<file path="src/rtl/gp_register_bank.sv">
// Parametrised general-purpose register bank: 8-op function set, per-register enables, two read ports.
// Optional saturating inc/dec when GP_REGISTER_BANK_SAT_EN is defined.
module gp_register_bank #(
    parameter int NBits = 16,
    parameter int NRegs = 4,
    localparam int SelBits = $clog2(NRegs)
) (
    input  logic               clk,
    input  logic               rst_n,
    input  logic [2:0]         funsel,
    input  logic [NRegs-1:0]   e,
    input  logic [NBits-1:0]   i,
    input  logic [SelBits-1:0] osel_a,
    input  logic [SelBits-1:0] osel_b,
    output logic [NBits-1:0]   q_a,
    output logic [NBits-1:0]   q_b,
    output logic               zero_a,
    output logic               wrap
);

    localparam int Half  = NBits / 2;
    localparam int NRead = 2 ** SelBits;

    logic [NBits-1:0] regs    [NRegs];
    logic [NBits-1:0] regs_nx [NRegs];
    logic [NBits-1:0] rd      [NRead];
    logic             wrap_nx;

    always_comb begin
        wrap_nx = 1'b0;
        for (int k = 0; k < NRegs; k++) begin
            regs_nx[k] = regs[k];
            if (e[k]) begin
                case (funsel)
                    3'b000: regs_nx[k] = '0;
                    3'b001: regs_nx[k] = i;
                    3'b010: begin
                        if (regs[k] == '0) begin
                            wrap_nx = 1'b1;
`ifdef GP_REGISTER_BANK_SAT_EN
                            regs_nx[k] = '0;
`else
                            regs_nx[k] = '1;
`endif
                        end else begin
                            regs_nx[k] = regs[k] - NBits'(1);
                        end
                    end
                    3'b011: begin
                        if (regs[k] == '1) begin
                            wrap_nx = 1'b1;
`ifdef GP_REGISTER_BANK_SAT_EN
                            regs_nx[k] = '1;
`else
                            regs_nx[k] = '0;
`endif
                        end else begin
                            regs_nx[k] = regs[k] + NBits'(1);
                        end
                    end
                    3'b100: regs_nx[k][Half-1:0] = i[Half-1:0];
                    3'b101: regs_nx[k][NBits-1:Half] = i[Half-1:0];
                    3'b110: begin
                        wrap_nx = wrap_nx | regs[k][NBits-1];
                        regs_nx[k] = {regs[k][NBits-2:0], 1'b0};
                    end
                    3'b111: begin
                        wrap_nx = wrap_nx | regs[k][0];
                        regs_nx[k] = {1'b0, regs[k][NBits-1:1]};
                    end
                    default: regs_nx[k] = regs[k];
                endcase
            end
        end
    end

    always_ff @(posedge clk or negedge rst_n) begin
        if (!rst_n) begin
            for (int k = 0; k < NRegs; k++) regs[k] <= '0;
            wrap <= 1'b0;
        end else begin
            for (int k = 0; k < NRegs; k++) regs[k] <= regs_nx[k];
            wrap <= wrap_nx;
        end
    end

    // Unpopulated select codes read as zero.
    for (genvar g = 0; g < NRead; g++) begin : g_rd
        if (g < NRegs) begin : g_live
            assign rd[g] = regs[g];
        end else begin : g_pad
            assign rd[g] = '0;
        end
    end

    assign q_a    = rd[osel_a];
    assign q_b    = rd[osel_b];
    assign zero_a = (q_a == '0);

endmodule
</file>
<file path="config.mk">
export PLATFORM = sky130hd
export DESIGN_NAME = gp_register_bank
export DESIGN_NICKNAME = d
export VERILOG_FILES = /design/src/rtl/gp_register_bank.sv
export SDC_FILE = /design/constraint.sdc
export NUM_CORES = 1
export LEC_CHECK = 0
export BUFFER_PORTS_ARGS = -buffer_cell sky130_fd_sc_hd__clkbuf_2
export CORE_UTILIZATION = 40
export CTS_BUF_LIST = sky130_fd_sc_hd__clkbuf_8
export CTS_CLUSTER_DIAMETER = 200
export DETAILED_ROUTE_END_ITERATION = 6
export GPL_TIMING_DRIVEN = 0
export PLACE_DENSITY = 0.61
export SETUP_SLACK_MARGIN = 0.3
export SLEW_MARGIN = 0
export SYNTH_ARGS = -nofsm -noshare
export SYNTH_HDL_FRONTEND = slang
export SYNTH_SLANG_ARGS = --single-unit
</file>
<file path="constraint.sdc">
create_clock -name clk -period 6 [get_ports clk]
set_input_delay 0.9 -clock clk [delete_from_list [all_inputs] [get_ports clk]]
set_output_delay 0.9 -clock clk [all_outputs]
set_load 0.02 [all_outputs]
</file>
## Word-level counts from Yosys, hierarchy flattened

Cells that the tools add are included.

| word-level totals | value |
|---|---|
| flip-flop bits (word level) | 65 |
| bits of input ports | 29 |
| output and inout bits | 34 |

| operators by class | value |
|---|---|
| add/sub/neg operators | 8 |
| $lt $le $gt $ge | 2 |
| eq/ne operators | 11 |
| multiplexer cells | 38 |
| bitwise logic cells | 8 |
| reductions and logical operators | 17 |

Operators with widths:

| kind | count |
|---|---|
| $pmux W8 S7 | 4 |
| $mux W16 | 12 |
| $pmux W8 S6 | 4 |
| $logic_not A16 Y1 | 5 |
| $add A16 B1 Y16 const B | 4 |
| $bmux W16 S2 | 2 |
| $eq A16 B16 Y1 const B | 4 |
| $sub A16 B1 Y16 const B | 4 |
| $pmux W1 S4 | 4 |
| $reduce_and A2 Y1 | 8 |
| $eq A3 B3 Y1 const B | 4 |
| $mux W1 | 12 |
| $reduce_bool A7 Y1 | 1 |
| $eq A3 B2 Y1 const B | 2 |
| $ge A3 B3 Y1 const B | 2 |
| $not A2 Y3 | 2 |
| $or A1 B1 Y1 | 6 |
| $reduce_bool A6 Y1 | 1 |
| $eq A3 B1 Y1 const B | 1 |
| $logic_not A3 Y1 | 1 |
| $reduce_or A2 Y1 | 1 |

## Logic depth before layout (Yosys ltp)

Gate-level depths: netlist of the first run.

| depth | value |
|---|---|
| depth after elaboration | 13 |
| mapped depth | 10 |

## Worst setup path before layout of the first run

No wires, ideal clock.

| timing | value |
|---|---|
| kind | in2out |
| start point | input osel_a[1] |
| end point | output zero_a |
| arrival | 3.053 ns |
| slack | 2.047 ns |
| cell stages on the path | 5 |
| path buffers | 2 |
| cell sequence | clkbuf_1 > buf_1 > mux4_2 > nor4_1 > and4_1 |

| on the way | value |
|---|---|
| word-level cells in the longest chain between the ends | 5 |

RTL lines:

| item | RTL line | source |
|---|---|---|
| from (decl) | 13 | `input logic [SelBits-1:0] osel_a,` |
| $not A2 Y3 (implied by the code) | 96 | `assign q_a = rd[osel_a];` |
| $bmux W16 S2 | 96 |  |
| $mux W16 (implied by the code) (2 in a row) | 96 |  |
| via q_a[6] | 15 | `output logic [NBits-1:0] q_a,` |
| $logic_not A16 Y1 | 98 | `assign zero_a = (q_a == '0);` |
| to (decl) | 17 | `output logic zero_a,` |

The timed path passes the listed nets, and every way through them passes these cells. The select of a mux whose other input is x is not followed.

## Final worst setup path of the first run

| timing | value |
|---|---|
| start point | input osel_a[1] |
| end point | output zero_a |

| on the way | value |
|---|---|
| word-level cells in the longest chain between the ends | 5 |

RTL lines:

| item | RTL line |
|---|---|
| $not A2 Y3 (implied by the code) | 96 |
| $bmux W16 S2 | 96 |
| $mux W16 (implied by the code) (2 in a row) | 96 |
| $logic_not A16 Y1 | 98 |

No other way between the ends. The select of a mux whose other input is x is not followed.

==> results.md, run 1 <==
- Area Growth Syn to Fin: 9.74%
- R2r startpoint: rd[17]
- FFs w/ async S/R, synth: 100%
- Slew @ Worst Pin: 1.18 ns
- Clock tree buffer depth: 2
- DR iter-0 viols: 1916
- Status: finished, final reports clean
- Sequential share of the synthesized area: 19.1%
- DP Wirelength: 32500 µm
- 1st-pass router iterations: 6
- Area leader, netlist: dfrtp_1
- Max-cap viol count: 0
- Io pins: 63
- Reg clk slew, reported paths: 0.09 ns
- DRT Wirelength: 44300 µm
- Peak supply drop: 0.128 mV
- CTS tree: built
- Share of layout cells above drive strength 1: 11.8%
- DIE AREA: 0.0219 mm²
- Clk_skew: 0.0134 ns
- Ys flop type: dfrtp_1
- Drc violations: 0
- Syn Inst Count: 1144
- Synth Area per Inst: 7.44 µm²
- P_leak: 3.52 nW
- Logic pwr share: 56.0%
- Cell Area, Placed: 0.00914 mm²
- DIE WIDTH: 148 µm
- Crit Path Category: primary input to primary output
- Reg2reg end: rd[23]
- Commonest cells after routing, fill and taps aside: o21ai_0 (113), clkbuf_1 (106), a21oi_1 (95)
- WP data arrival: 3.51 ns
- EDFF count, synth: 0
- Most common cell after layout, fill and taps aside: o21ai_0
- Core area: 0.0206 mm²
- Cells on worst reg2reg path: 9
- RSZ-0062 raised after global routing: no
- Nets: 1251
- CP max FO: 10
- Power Density: 245 mW/mm²
- Cts hold-fix bufs: 0
- Hold Crit Class: primary input to asynchronous set/reset pin
- Die height: 148 µm
- Top cells by area, synth: dfrtp_1 (19%), mux4_2 (8.5%), o21ai_0 (6.6%), a21oi_1 (5.6%), clkbuf_1 (4.7%)
- DP Worst Slack: 1.65 ns
- Top cell type's share of synthesized area: 19.1%
- Routed vias: 10.8k
- Global-route wire length before repair: 65100 µm
- Startpoint types: primary input
- Postcts setup bufs: 0
- Largest net degree at the start of global routing: 35
- Required @ worst endpoint: 5.10 ns
- R2R setup slack: 2.79 ns
- Warning count from the yosys run: 0
- Final setup vio count: 0
- # rows: 52
- Clock power frac: 17.7%
- Mapped Area: 0.00851 mm²
- Design Power: 0.00229 W
- CTS Buf Count: 9
- Sequential Power Share: 26.3%
- Fin Hold WS: 0.477 ns
- Initial antenna violation count: 2
- Internal: 0.00112 W
- Root Buffer: clkbuf_8
- Vias in the first global route: 9975
- Synth Register Bits: 65
- Slew Limit Fails: 0
- Net switching power: 0.00117 W
- Highest clock rate: 0.227 GHz
- Worst rel slew slack: 21.2%
- Final setup slack of the worst path: 1.59 ns
- Netlist cell types: 73
- Design area: 0.00934 mm²
- Clock tree sinks: 65
- Number of buffers added on ports: 55
- Minimum clock period: 4.41 ns
- Worst setup EP type: primary output
- Wire length per cell: 29.8 µm
- Cts repair resizes: 0
- Clock latency reported for the late side of the worst-skew pair: 0.40 ns
- Tcrit/Tclk final: 73.5%
- Switching Share: 51.0%
- H-tree levels: 3
- Syn Nets: 1184
- GRT overflow: 0
- Overall Global Routing Usage: 40.7%
- Setup TNS: 0 ns
- Final hold vios: 0
- Starting Density: 41.4%
- Routed Antenna Nets: 0
- Vias per inst: 7.27
- Global placement routability congestion: 1.06
## power by group through the flow
stage | clock, W | sequential, W | combinational (W)
2_1_floorplan | 0 | 0.000568 | 0.000827
3_3_place_gp | 0 | 0.000605 | 0.00122
3_5_place_dp | 0 | 0.000606 | 0.00122
4_1_cts | 0.000403 | 0.000597 | 0.00123
5_1_grt | 0.000419 | 0.000610 | 0.00134
6_report | 0.000405 | 0.000602 | 0.00128
## final cells by class
cell class	instances	area, µm²
well taps	270	338
clock inverters	7	63.8
diodes	2	5.00
fillers	2189	11200
clock buffers	9	124
inverters	21	78.8
flip-flops and latches	65	1630
multi-input cells	926	6290
repair buffers	56	298
plain buffers	132	512
## cell usage after synthesis (20+ instances only)
cell and instances:
a21oi_1 95, a22o_1 24, a31oi_1 23, and3_1 27, clkbuf_1 106, dfrtp_1 65
inv_1 21, mux2i_1 38, mux4_2 32, nand2_1 92, nand3_1 36, nor2_1 80
nor3_1 43, nor4_1 21, o21ai_0 113, xnor2_1 20
## logic make-up (layout without fill, tap and decap cells)
group | Yosys count | after routing | synth area share, %
simple gates | 408 | 408 | 24.7
fa+ha+maj | 11 | 11 | 1.62
xor+xnor | 30 | 30 | 3.09
other cells | 0 | 2 | 0
compound gates | 388 | 388 | 29.0
mux | 89 | 89 | 15.5
buf+inv | 153 | 225 | 6.94
flops | 65 | 65 | 19.1
## sequential cells by signal, indices dropped and copies added, names as in the netlist
signal and cells:
rd 64, wrap 1
## routing by layer
layer,track usage [%],wire length [µm],up-vias
li1,-,-,4483
met3,12.6,6930,201
met2,56.1,17800,1026
met5,0,11,-
met4,22.4,2600,2
met1,55.8,17000,5107
## through the flow
stage	utilization (%)	instances
3_5_place_dp	44.5	1470
2_1_floorplan	-	1144
4_1_cts	45.4	1486
3_3_place_gp	44.4	1469
5_1_grt	45.4	1486
6_report	45.4	1488
## critical path, stage by stage
cell and delay (ns):
clkbuf_1 0.44, buf_1 0.72, mux4_2 0.69, nor4_1 0.35, and4_1 0.23, clkbuf_2 0.16
## how the worst max path moves through the flow
stage                     slack, ns  depth (start not counted)       from      to
final                          1.59                          6  osel_a[1]  zero_a
after global routing           1.42                          6  osel_a[1]  zero_a
after CTS                      1.64                          6  osel_a[1]  zero_a
after detailed placement       1.65                          6  osel_a[1]  zero_a
after global placement         1.65                          6  osel_a[1]  zero_a
after floorplan                2.05                          5  osel_a[1]  zero_a
Power figures use the tool's default switching activity.
==> inputs of run 2 (changes only) <==
--- a/config.mk
+++ b/config.mk
@@ -11,7 +11,7 @@
 export CTS_CLUSTER_DIAMETER = 200
 export DETAILED_ROUTE_END_ITERATION = 6
 export GPL_TIMING_DRIVEN = 0
-export PLACE_DENSITY = 0.61
+export PLACE_DENSITY = 0.63
 export SETUP_SLACK_MARGIN = 0.3
 export SLEW_MARGIN = 0
 export SYNTH_ARGS = -nofsm -noshare
==> constraint.sdc (replaced) <==
create_clock -name clk -period 3.9 [get_ports clk]
set_input_delay 0.585 -clock clk [delete_from_list [all_inputs] [get_ports clk]]
set_output_delay 0.585 -clock clk [all_outputs]
set_load 0.02 [all_outputs]
==> run 2 against run 1 <==
  * Hold slack worse by 0.31 ns
  * Highest routed layer is now met4
  * Via count down 0.59%
  * Register-to-register slack worse by 2.1 ns
  * First-iteration DRC count up 0.16%
  * Global-route usage up 0.13 points
  * Critical path depth up 2
  * Critical endpoint is now wrap
  * Routed wire length up 0.60%
  * Combinational power up 53%
  * Clock skew down 0.0045 ns
  * Largest cell class unchanged
  * Flip-flop and latch count unchanged
  * Utilization about the same
==> results.md, run 2 (synthesis results as in run 1) <==
- Status: finished, final reports clean
- Final setup slack of the worst path: 0.244 ns (-1.35 ns)
- Largest register FFs: 64 (unchanged)
- Core area: 0.0206 mm² (unchanged)
- Clock tree buffer depth: 2 (unchanged)
- Postcts setup bufs: 0 (unchanged)
- Cell Area, Placed: 0.00914 mm² (unchanged)
- Routed vias: 10.8k (-0.59%)
- 1st-pass router iterations: 6 (unchanged)
- Slew Limit Fails: 0 (unchanged)
- Clk_skew: 0.00886 ns (-0.00453 ns)
- Highest clock rate: 0.273 GHz
- Overall Global Routing Usage: 40.8% (+0.13 points)
- Worst setup EP type: flip-flop
- Cts hold-fix bufs: 0 (unchanged)
- Commonest cells after routing, fill and taps aside: o21ai_0 (113), clkbuf_1 (105), a21oi_1 (95)
- Hold Crit Class: primary input to asynchronous set/reset pin
- Global placement routability congestion: 1.03 (-3.0%)
- WP data arrival: 3.89 ns (+0.38 ns)
- Setup TNS: 0 ns (unchanged)
- CTS Buf Count: 9 (unchanged)
- Vias in the first global route: 9980 (+0.050%)
- Largest net degree at the start of global routing: 35 (unchanged)
- Design area: 0.00933 mm² (about the same)
- Wire length per cell: 30.0 µm (+0.60%)
- Io pins: 63 (unchanged)
- Peak supply drop: 0.191 mV (+49%)
- Reg clk slew, reported paths: 0.09 ns (about the same)
- Nets: 1251 (unchanged)
- Tcrit/Tclk final: 93.8%
- Routed Antenna Nets: 0 (unchanged)
- CTS tree: built
- Startpoint types: primary input
- DRT Wirelength: 44600 µm (+0.60%)
- DIE WIDTH: 148 µm (unchanged)
- Most common cell after layout, fill and taps aside: o21ai_0
- Max-cap viol count: 0 (unchanged)
- DIE AREA: 0.0219 mm² (unchanged)
- Global-route wire length before repair: 65000 µm (-0.19%)
- Final hold vios: 0 (unchanged)
- CP max FO: 10 (unchanged)
- Initial antenna violation count: 1 (-1)
- Vias per inst: 7.23 (-0.59%)
- P_leak: 3.52 nW (+0.18%)
- DP Wirelength: 32900 µm (+1.4%)
- Crit Path Category: primary input to flip-flop
- DP Worst Slack: 0.148 ns (-1.50 ns)
- Clock latency reported for the late side of the worst-skew pair: 0.40 ns (about the same)
- # rows: 52 (unchanged)
- Number of buffers added on ports: 55 (unchanged)
- DR iter-0 viols: 1919 (+0.16%)
- Cts repair resizes: 2 (+2)
- Final setup vio count: 0 (unchanged)
- GRT overflow: 0 (unchanged)
- Worst rel slew slack: 11.3% (-9.9 points)
- Area Growth Syn to Fin: 9.68% (about the same)
- Starting Density: 41.4% (unchanged)
- Minimum clock period: 3.66 ns
- Power Density: 373 mW/mm² (+52%)
- RSZ-0062 raised after global routing: no
- Share of layout cells above drive strength 1: 11.9% (+0.16 points)
- Drc violations: 0 (unchanged)
- Root Buffer: clkbuf_8
- H-tree levels: 3 (unchanged)
- Required @ worst endpoint: 4.14 ns (-0.96 ns)
- Clock tree sinks: 65 (unchanged)
- Slew @ Worst Pin: 1.33 ns (+0.149 ns)
- Die height: 148 µm (unchanged)
run 2: final timing paths:
check,start,end,slack (ns),depth (start not counted)
max,funsel[0],wrap,0.24,8
min,rst_n,rd[61],0.17,1
max reg2reg,rd[5],rd[5],0.74,8
min reg2reg,rd[15],rd[15],0.75,1
max in group asynchronous,rst_n,rd[5],3.16,2
min in group clk,e[3],rd[10],0.72,4
run 2: metal layers:
layer  vias to the layer above  wire, µm  GRT usage (%)
met5                         -         0              0
met4                         0      2750           22.8
met3                       208      6480           13.7
met2                       964     18200           57.7
met1                      5106     17200           54.1
li1                       4477         -              -
run 2: report_power, final:
group / switching (W) / internal, W / leakage, nW / total [W]
registers: 0.000146 / 0.000787 / 0.841 / 0.000933
logic: 0.00132 / 0.000648 / 2.58 / 0.00196
clock network: 0.000325 / 0.000258 / 0.101 / 0.000583
total: 0.00179 / 0.00169 / 3.52 / 0.00348
run 2: per-stage QoR:
| step | power [W] | util, % | instances | hold WS, ns |
|---|---|---|---|---|
| floorplan | 0.00215 | - | 1144 | 0.289 |
| global placement | 0.00280 | 44.4 | 1469 | 0.706 |
| detailed placement | 0.00282 | 44.5 | 1470 | 0.605 |
| CTS | 0.00340 | 45.4 | 1486 | 0.184 |
| global route | 0.00361 | 45.4 | 1486 | 0.217 |
| finish | 0.00348 | 45.4 | 1488 | 0.170 |
run 2: worst max-delay path, cell delays in order:
cell and delay, ns:
buf_2 0.16, buf_1 0.33, nand3b_1 0.55, clkbuf_1 0.81, clkbuf_1 0.81, nor4_1 0.14, a21oi_1 0.29, nand4_1 0.20
run 2: layout make-up:
type / count / area [µm²]
Antenna cell: 2 / 5.00
Fill cell: 2182 / 11200
Clock inverter: 5 / 22.5
Clock buffer: 11 / 151
Tap cell: 270 / 338
Inverter: 21 / 78.8
Buffer: 132 / 520
Sequential cell: 65 / 1630
Timing Repair Buffer: 56 / 298
Multi-Input combinational cell: 926 / 6290
